--- src/rtl/switch_input_ctrl.sv ---
// Memory-mapped switch/button input port: synchronises and debounces the pins,
// tracks confirm presses and switch changes, and returns address-selected read data.
module switch_input_ctrl #(
  parameter int SW_WIDTH        = 16,
  parameter int DATA_WIDTH      = 16,
  parameter int DEBOUNCE_CYCLES = 20000,
  parameter int CNT_WIDTH       = 8
) (
  input  logic                  clk,
  input  logic                  rst,
  input  logic                  switchCtrl,
  input  logic [31:0]           address,
  input  logic [SW_WIDTH-1:0]   switchInput,
  input  logic                  confirmation,
  output logic [DATA_WIDTH-1:0] dataIOInput,
  output logic                  dataValid,
  output logic                  confirmPending
);

  localparam int DB_W = (DEBOUNCE_CYCLES > 1) ? $clog2(DEBOUNCE_CYCLES) : 1;
  localparam logic [DB_W-1:0]      DB_MAX  = DB_W'(DEBOUNCE_CYCLES - 1);
  localparam logic [CNT_WIDTH-1:0] CNT_MAX = {CNT_WIDTH{1'b1}};

  localparam logic [31:0] ADDR_CONFIRM = 32'hFFFF_FF00;
  localparam logic [31:0] ADDR_COUNT   = 32'hFFFF_FF02;
  localparam logic [31:0] ADDR_SW      = 32'hFFFF_FFF1;
  localparam logic [31:0] ADDR_UB_SEXT = 32'hFFFF_FFF3;
  localparam logic [31:0] ADDR_UB_ZEXT = 32'hFFFF_FFF5;
  localparam logic [31:0] ADDR_SW3     = 32'hFFFF_FFF7;
  localparam logic [31:0] ADDR_SW8     = 32'hFFFF_FFF9;
  localparam logic [31:0] ADDR_CHANGED = 32'hFFFF_FFFB;

  logic [SW_WIDTH-1:0]   sw_s1_q, sw_s1_d, sw_s2_q, sw_s2_d;
  logic [SW_WIDTH-1:0]   sw_cand_q, sw_cand_d, sw_db_q, sw_db_d;
  logic [DB_W-1:0]       sw_cnt_q, sw_cnt_d;
  logic                  btn_s1_q, btn_s1_d, btn_s2_q, btn_s2_d;
  logic                  btn_cand_q, btn_cand_d, btn_db_q, btn_db_d;
  logic [DB_W-1:0]       btn_cnt_q, btn_cnt_d;
  logic                  pending_q, pending_d, changed_q, changed_d;
  logic [CNT_WIDTH-1:0]  count_q, count_d;
  logic [DATA_WIDTH-1:0] data_q, data_d;
  logic                  valid_q, valid_d;

  logic                  btn_rise_s, sw_change_s;
  logic                  rd_confirm_s, rd_count_s, rd_changed_s;
  logic [7:0]            ub_s;
  logic [DATA_WIDTH-1:0] rd_data_s;

  // Two-flop synchronisers and per-channel debounce counters
  always_comb begin
    sw_s1_d  = switchInput;
    sw_s2_d  = sw_s1_q;
    btn_s1_d = confirmation;
    btn_s2_d = btn_s1_q;

    if (sw_s2_q != sw_cand_q) begin
      sw_cand_d = sw_s2_q;
      sw_cnt_d  = {DB_W{1'b0}};
      sw_db_d   = sw_db_q;
    end else if (sw_cnt_q == DB_MAX) begin
      sw_cand_d = sw_cand_q;
      sw_cnt_d  = sw_cnt_q;
      sw_db_d   = sw_cand_q;
    end else begin
      sw_cand_d = sw_cand_q;
      sw_cnt_d  = sw_cnt_q + DB_W'(1);
      sw_db_d   = sw_db_q;
    end

    if (btn_s2_q != btn_cand_q) begin
      btn_cand_d = btn_s2_q;
      btn_cnt_d  = {DB_W{1'b0}};
      btn_db_d   = btn_db_q;
    end else if (btn_cnt_q == DB_MAX) begin
      btn_cand_d = btn_cand_q;
      btn_cnt_d  = btn_cnt_q;
      btn_db_d   = btn_cand_q;
    end else begin
      btn_cand_d = btn_cand_q;
      btn_cnt_d  = btn_cnt_q + DB_W'(1);
      btn_db_d   = btn_db_q;
    end
  end

  // Sticky flags and press counter; a set on the same edge as a read-clear wins
  always_comb begin
    btn_rise_s   = btn_db_d & ~btn_db_q;
    sw_change_s  = (sw_db_d != sw_db_q);
    rd_confirm_s = switchCtrl && (address == ADDR_CONFIRM);
    rd_count_s   = switchCtrl && (address == ADDR_COUNT);
    rd_changed_s = switchCtrl && (address == ADDR_CHANGED);

    if (btn_rise_s) begin
      pending_d = 1'b1;
    end else if (rd_confirm_s) begin
      pending_d = 1'b0;
    end else begin
      pending_d = pending_q;
    end

    if (btn_rise_s) begin
      if (rd_count_s) begin
        count_d = CNT_WIDTH'(1);
      end else if (count_q == CNT_MAX) begin
        count_d = count_q;
      end else begin
        count_d = count_q + CNT_WIDTH'(1);
      end
    end else if (rd_count_s) begin
      count_d = {CNT_WIDTH{1'b0}};
    end else begin
      count_d = count_q;
    end

    if (sw_change_s) begin
      changed_d = 1'b1;
    end else if (rd_changed_s) begin
      changed_d = 1'b0;
    end else begin
      changed_d = changed_q;
    end
  end

  // Read mux over the pre-edge state
  always_comb begin
    ub_s      = sw_db_q[SW_WIDTH-1 -: 8];
    rd_data_s = {DATA_WIDTH{1'b0}};
    case (address)
      ADDR_CONFIRM: begin
        rd_data_s[0]             = pending_q;
        rd_data_s[8 +: CNT_WIDTH] = count_q;
      end
      ADDR_COUNT:   rd_data_s[CNT_WIDTH-1:0] = count_q;
      ADDR_SW:      rd_data_s[SW_WIDTH-1:0]  = sw_db_q;
      ADDR_UB_SEXT: rd_data_s = {{(DATA_WIDTH-8){ub_s[7]}}, ub_s};
      ADDR_UB_ZEXT: rd_data_s[7:0] = ub_s;
      ADDR_SW3:     rd_data_s[2:0] = sw_db_q[2:0];
      ADDR_SW8:     rd_data_s[7:0] = sw_db_q[7:0];
      ADDR_CHANGED: rd_data_s[0]   = changed_q;
      default:      rd_data_s = {DATA_WIDTH{1'b0}};
    endcase

    if (switchCtrl) begin
      data_d = rd_data_s;
    end else begin
      data_d = data_q;
    end
    valid_d = switchCtrl;
  end

  always_ff @(posedge clk) begin
    if (rst) begin
      sw_s1_q    <= {SW_WIDTH{1'b0}};
      sw_s2_q    <= {SW_WIDTH{1'b0}};
      sw_cand_q  <= {SW_WIDTH{1'b0}};
      sw_db_q    <= {SW_WIDTH{1'b0}};
      sw_cnt_q   <= {DB_W{1'b0}};
      btn_s1_q   <= 1'b0;
      btn_s2_q   <= 1'b0;
      btn_cand_q <= 1'b0;
      btn_db_q   <= 1'b0;
      btn_cnt_q  <= {DB_W{1'b0}};
      pending_q  <= 1'b0;
      changed_q  <= 1'b0;
      count_q    <= {CNT_WIDTH{1'b0}};
      data_q     <= {DATA_WIDTH{1'b0}};
      valid_q    <= 1'b0;
    end else begin
      sw_s1_q    <= sw_s1_d;
      sw_s2_q    <= sw_s2_d;
      sw_cand_q  <= sw_cand_d;
      sw_db_q    <= sw_db_d;
      sw_cnt_q   <= sw_cnt_d;
      btn_s1_q   <= btn_s1_d;
      btn_s2_q   <= btn_s2_d;
      btn_cand_q <= btn_cand_d;
      btn_db_q   <= btn_db_d;
      btn_cnt_q  <= btn_cnt_d;
      pending_q  <= pending_d;
      changed_q  <= changed_d;
      count_q    <= count_d;
      data_q     <= data_d;
      valid_q    <= valid_d;
    end
  end

  assign dataIOInput    = data_q;
  assign dataValid      = valid_q;
  assign confirmPending = pending_q;

endmodule

--- config.mk ---
export PLATFORM = sky130hd
export DESIGN_NAME = switch_input_ctrl
export DESIGN_NICKNAME = d
export VERILOG_FILES = /design/src/rtl/switch_input_ctrl.sv
export SDC_FILE = /design/constraint.sdc
export NUM_CORES = 1
export LEC_CHECK = 0
export BUFFER_PORTS_ARGS = -buffer_cell sky130_fd_sc_hd__buf_4
export CAP_MARGIN = 10
export CORE_UTILIZATION = 54
export CTS_CLUSTER_SIZE = 10
export DETAILED_ROUTE_END_ITERATION = 8
export PLACE_DENSITY = 0.86
export SLEW_MARGIN = 20
export SYNTH_ARGS = -nofsm -noshare
export SYNTH_HDL_FRONTEND = slang
export SYNTH_SLANG_ARGS = --single-unit
--- constraint.sdc ---
create_clock -name clk -period 4.4 [get_ports clk]
set_input_delay 0.44 -clock clk [delete_from_list [all_inputs] [get_ports clk]]
set_output_delay 0.44 -clock clk [all_outputs]
set_load 0.1 [all_outputs]
; Word-level counts from Yosys, hierarchy flattened
; Index checks and enable logic that the tools add are counted.
[classes]
n_mux = 16
eq_ne = 15
add_sub_neg = 3
n_reduce_logical = 12
bitwise_logic = 2
[op_table]
columns = op, count
row1 = "32-bit == test, second input constant", 8
row2 = 16-bit 2-to-1 mux, 2
row3 = 8-bit 2-to-1 mux, 4
row4 = 16-bit inequality test, 2
row5 = "15-bit by 1-bit adder with 15-bit output, second input constant", 2
row6 = "15-bit == test, second input constant", 2
row7 = 8-bit one-hot mux with 3 select lines, 1
row8 = 5-bit one-hot mux with 3 select lines, 1
row9 = "8-bit by 1-bit adder with 8-bit output, second input constant", 1
row10 = "8-bit == test, second input constant", 1
row11 = 2-bit OR reduction, 4
row12 = 1-bit 2-to-1 mux, 6
row13 = 2-bit one-hot mux with 3 select lines, 1
row14 = 2-bit nonzero test, 3
row15 = 1-bit one-hot mux with 5 select lines, 1
row16 = 1-bit logical AND, 3
row17 = 3-bit OR reduction, 1
row18 = "2-bit inequality test, second input constant", 1
row19 = 2-bit AND reduction, 1
row20 = 1-bit AND, 1
row21 = 1-bit inequality test, 1
row22 = 1-bit inverter, 1
[totals]
inputBits = 52
out_inout_bits = 18
wordCells = 63
reg_bits = 125

; Longest topological paths before layout
[depth]
depth_word = 6
ltp_mapped = 8
ltp_nobuf = 6

; Least setup slack after synthesis
; Ideal clock, no wire load.
[synth_timing]
kind = reg-to-reg
from = register btn_cnt_q[0]
to = register count_q[5]
t_required_ns = 4.330
synth_period_minus_slack_ns = 1.944
stages_incl_launch_ff = 8
path_buffers = 1
t_arrival_ns = 1.874
slack_ns = 2.456
setup_ns = 0.070
cell_sequence = dfxtp_1 -> ha_1 -> and4_1 -> buf_2 -> nand4_1 -> or4_1 -> or3_1 -> a21oi_1
[synth_via]
elab_chain_len = 6
elab_cells_between_ends = 7
classes_between = eq/ne (1) / mux (3) / bitwise (1) / reduce/logical (2)
[synth_rtl]
columns = item, line_no
row1 = from (decl), 38  ; logic [DB_W-1:0] btn_cnt_q, btn_cnt_d;
row2 = from (signal assigned), 162  ; btn_cnt_q <= {DB_W{1'b0}};
row3 = from (signal assigned), 178  ; btn_cnt_q <= btn_cnt_d;
row4 = 15-bit == test (*), 74  ; end else if (btn_cnt_q == DB_MAX) begin
row5 = 1-bit 2-to-1 mux (*), 74
row6 = 1-bit 2-to-1 mux (*), 70  ; if (btn_s2_q != btn_cand_q) begin
row7 = 1-bit AND (*), 87  ; btn_rise_s = btn_db_d & ~btn_db_q;
row8 = 2-bit nonzero test (no line), n/a
row9 = 2-bit AND reduction (no line), n/a
row10 = to (signal assigned), 165  ; count_q <= {CNT_WIDTH{1'b0}};
row11 = to (signal assigned), 181  ; count_q <= count_d;
row12 = to (decl), 40  ; logic [CNT_WIDTH-1:0] count_q, count_d;
; Every way passes the cells marked *; elsewhere a longest branch is shown, timed or not.
; A chain may end at the register's enable or synchronous reset.

; Worst setup path in the final report
[layout_timing]
from = register sw_cand_q[4]
to = register sw_db_q[5]
[layout_via]
elab_chain_len = 2
[layout_rtl]
columns = item, line_no
row1 = from (decl), 34  ; logic [SW_WIDTH-1:0] sw_cand_q, sw_cand_d, sw_db_q, sw_db_d;
row2 = from (signal assigned), 155  ; sw_cand_q <= {SW_WIDTH{1'b0}};
row3 = from (signal assigned), 171  ; sw_cand_q <= sw_cand_d;
row4 = 16-bit inequality test, 56  ; if (sw_s2_q != sw_cand_q) begin
row5 = 16-bit 2-to-1 mux, 56
row6 = to (signal assigned), 156  ; sw_db_q <= {SW_WIDTH{1'b0}};
row7 = to (signal assigned), 172  ; sw_db_q <= sw_db_d;
row8 = to (decl), 34
; No other way between the ends.

==> metrics.txt <==
outcome finished clean; Cell Area, Synth 5497 µm²; initial antenna violation count 0; Worst setup EP type register; die area 10,590 µm²; Final min period 2273 ps; setup TNS 0 ps; Syn. warnings 0; Initial Utilization 55.98%; Peak VDD IR 0.2565 mV; sequential fraction of design power 44.0%; Initial DRC Count 177; multi-input logic area 2851 µm²; Inst Count DP 762; CTS root buffer clkbuf_8; H-tree depth 4; EDFF count, synth 0; GP Congestion 0.9320; Resize count post-CTS 0; Final period util 51.65%; share of layout cells above drive strength 1 16.34%; Pint 2001 µW; GRT Total Usage 23.54%; Comb pwr share 4.7%; Worst-path clk slew 70 ps; Avg WL per Cell 15.01 µm; leakage 0.002520 µW; power density over cell area 399.1 nW/µm²; Slew HR 39.37%; skew final 10.33 ps; CP max FO 17; DRC 0; postcts setup bufs 0; largest net degree at the start of global routing 97; Reg area 2502 µm²; NumNets Final 703; Port Buffers 69; post-route insts no fill 794; area share of the largest cell type after synthesis 45.53%; unrepaired setup endpoints after global routing no; die width 102.9 µm; Critical Path AT 2710 ps; clock sink count 125; Post-synth ARST share 0%; Antenna Diode Count 0; DP HPWL 7960 µm; filler cell count 774; Hold Fails Final Rpt 0; final WL 11,920 µm; CTS buffer count 17; cells on worst reg2reg path 5; row cnt 36; grt total ovfl 0; Max Buffers Root-to-Sink 2; syn nets 646; synthesis-to-finish area growth 20.87%; Setup CP Type register to register; CTS hold repair buffers 0; NetSw 650.4 µW; largest cells by area after synthesis dfxtp_1 46%, nor2b_1 6.0%, xor2_1 5.7%; # setup viols final 0; number of global-route vias before repair 4,202; Clock Power Share 51.3%; f_max 440.0 MHz; Antenna Nets Post-Route 0; sequential share of the synthesized area 45.53%; MaxCap Viol Count 0; switching share of total power 24.53%; most common library cell in the layout ignoring fill and taps dfxtp_1; mean area per synthesized cell 9.300 µm²; global-route wire length before repair 19,200 µm; die height 102.9 µm; CP Data Required Time 4840 ps; cell taking the most area after synthesis dfxtp_1; CP startpoint kind register; worst skew pair latency 520 ps; Core Area 9819 µm²; commonest register cell after synthesis dfxtp_1; Ports 70; commonest cells after routing, fill and taps aside 125 x dfxtp_1, 69 x buf_4, 53 x nor2b_1; DR vias/cell 5.562; hold path depth 2; DR vias 4,416; router iterations before antenna repair 4; worst-margin pin slew 909.4 ps; CTS tree done; hold crit path type input pin to register; Cells after Synth 591; post-synth cell types 49; synthesized flop and latch total 125; fin. max-slew vios 0
[final cells by class]
cell class	instances	share of cell area (%)
well taps	133	2.505
repair buffers	69	7.797
flip-flops and latches	125	37.66
inverters	5	0.2825
multi-input cells	430	42.92
clock inverters	15	2.599
clock buffers	17	6.234
[power groups by stage]
stage               Clock, µW  Sequential [µW]  Combinational [µW]
global route             1430             1170                 137
CTS                      1380             1170                 125
detailed placement          0             1190                 123
finish                   1360             1170                 125
floorplan                   0             1190                70.0
global placement            0             1190                 119
[cells in the mapped netlist (5+ instances only)]
cell type / number
inv_1: 5
clkbuf_1: 25
and4_1: 9
nand4_1: 26
nor2_1: 49
nand2b_1: 40
nor3_1: 8
and3_1: 9
a22o_1: 14
xor2_1: 36
nor2b_1: 53
nand3_1: 14
xnor2_1: 25
nor4_1: 11
o21ai_0: 9
dfxtp_1: 125
nand2_1: 30
a221o_1: 7
a21oi_1: 23
mux2i_1: 21
[metrics by stage]
stage	setup slack [ps]	area, µm²	power (µW)	utilization (%)	hold slack, ps
2_1_floorplan	2456	5497	1262	-	413.8
3_3_place_gp	2077	6057	1309	61.68	416.9
3_5_place_dp	2017	6057	1315	61.68	420.4
4_1_cts	2123	6644	2672	67.66	109.3
5_1_grt	1953	6644	2733	67.66	121.2
6_report	2127	6644	2652	67.66	124.1
[flip-flops by register name, indices dropped and copies added, names as in the netlist, 8 cells and up]
name,cells
sw_db_q,16
btn_cnt_q,15
sw_cnt_q,15
sw_cand_q,16
sw_s1_q,16
sw_s2_q,16
count_q,8
dataIOInput,16
[kinds of logic (layout without fill, tap and decap cells)]
| family | count (synthesis) | in the layout | synth area share, % |
|---|---|---|---|
| muxes | 22 | 22 | 4.029 |
| DFF | 125 | 125 | 45.53 |
| AOI/OAI and AO/OA | 73 | 73 | 9.378 |
| adders and majority gates | 3 | 3 | 0.6830 |
| buffers and inverters | 36 | 106 | 2.595 |
| and+or+nand+nor | 271 | 271 | 28.07 |
| xor gates and xnor gates | 61 | 61 | 9.720 |
[critical path, cell delays in order (launching register included)]
cell and delay [ps]:
dfxtp_1 400, xnor2_1 140, nand4_1 140, nor4_1 370
and4_1 860, mux2i_1 280
[final timing paths]
path                                      start           to  slack (ps)
worst min register to register       sw_s1_q[7]   sw_s2_q[7]         430
worst max register to register     sw_cand_q[4]   sw_db_q[5]        2130
worst min-delay path            switchInput[14]  sw_s1_q[14]         120
worst max-delay path               sw_cand_q[4]   sw_db_q[5]        2130
[layer usage]
layer / routed length [µm] / global-route usage, %
met5: 0 / 0
met4: 310 / 11.38
met3: 707 / 6.441
met2: 5840 / 40.15
met1: 5059 / 27.37
Note: power is estimated with default switching activity, not from simulation.
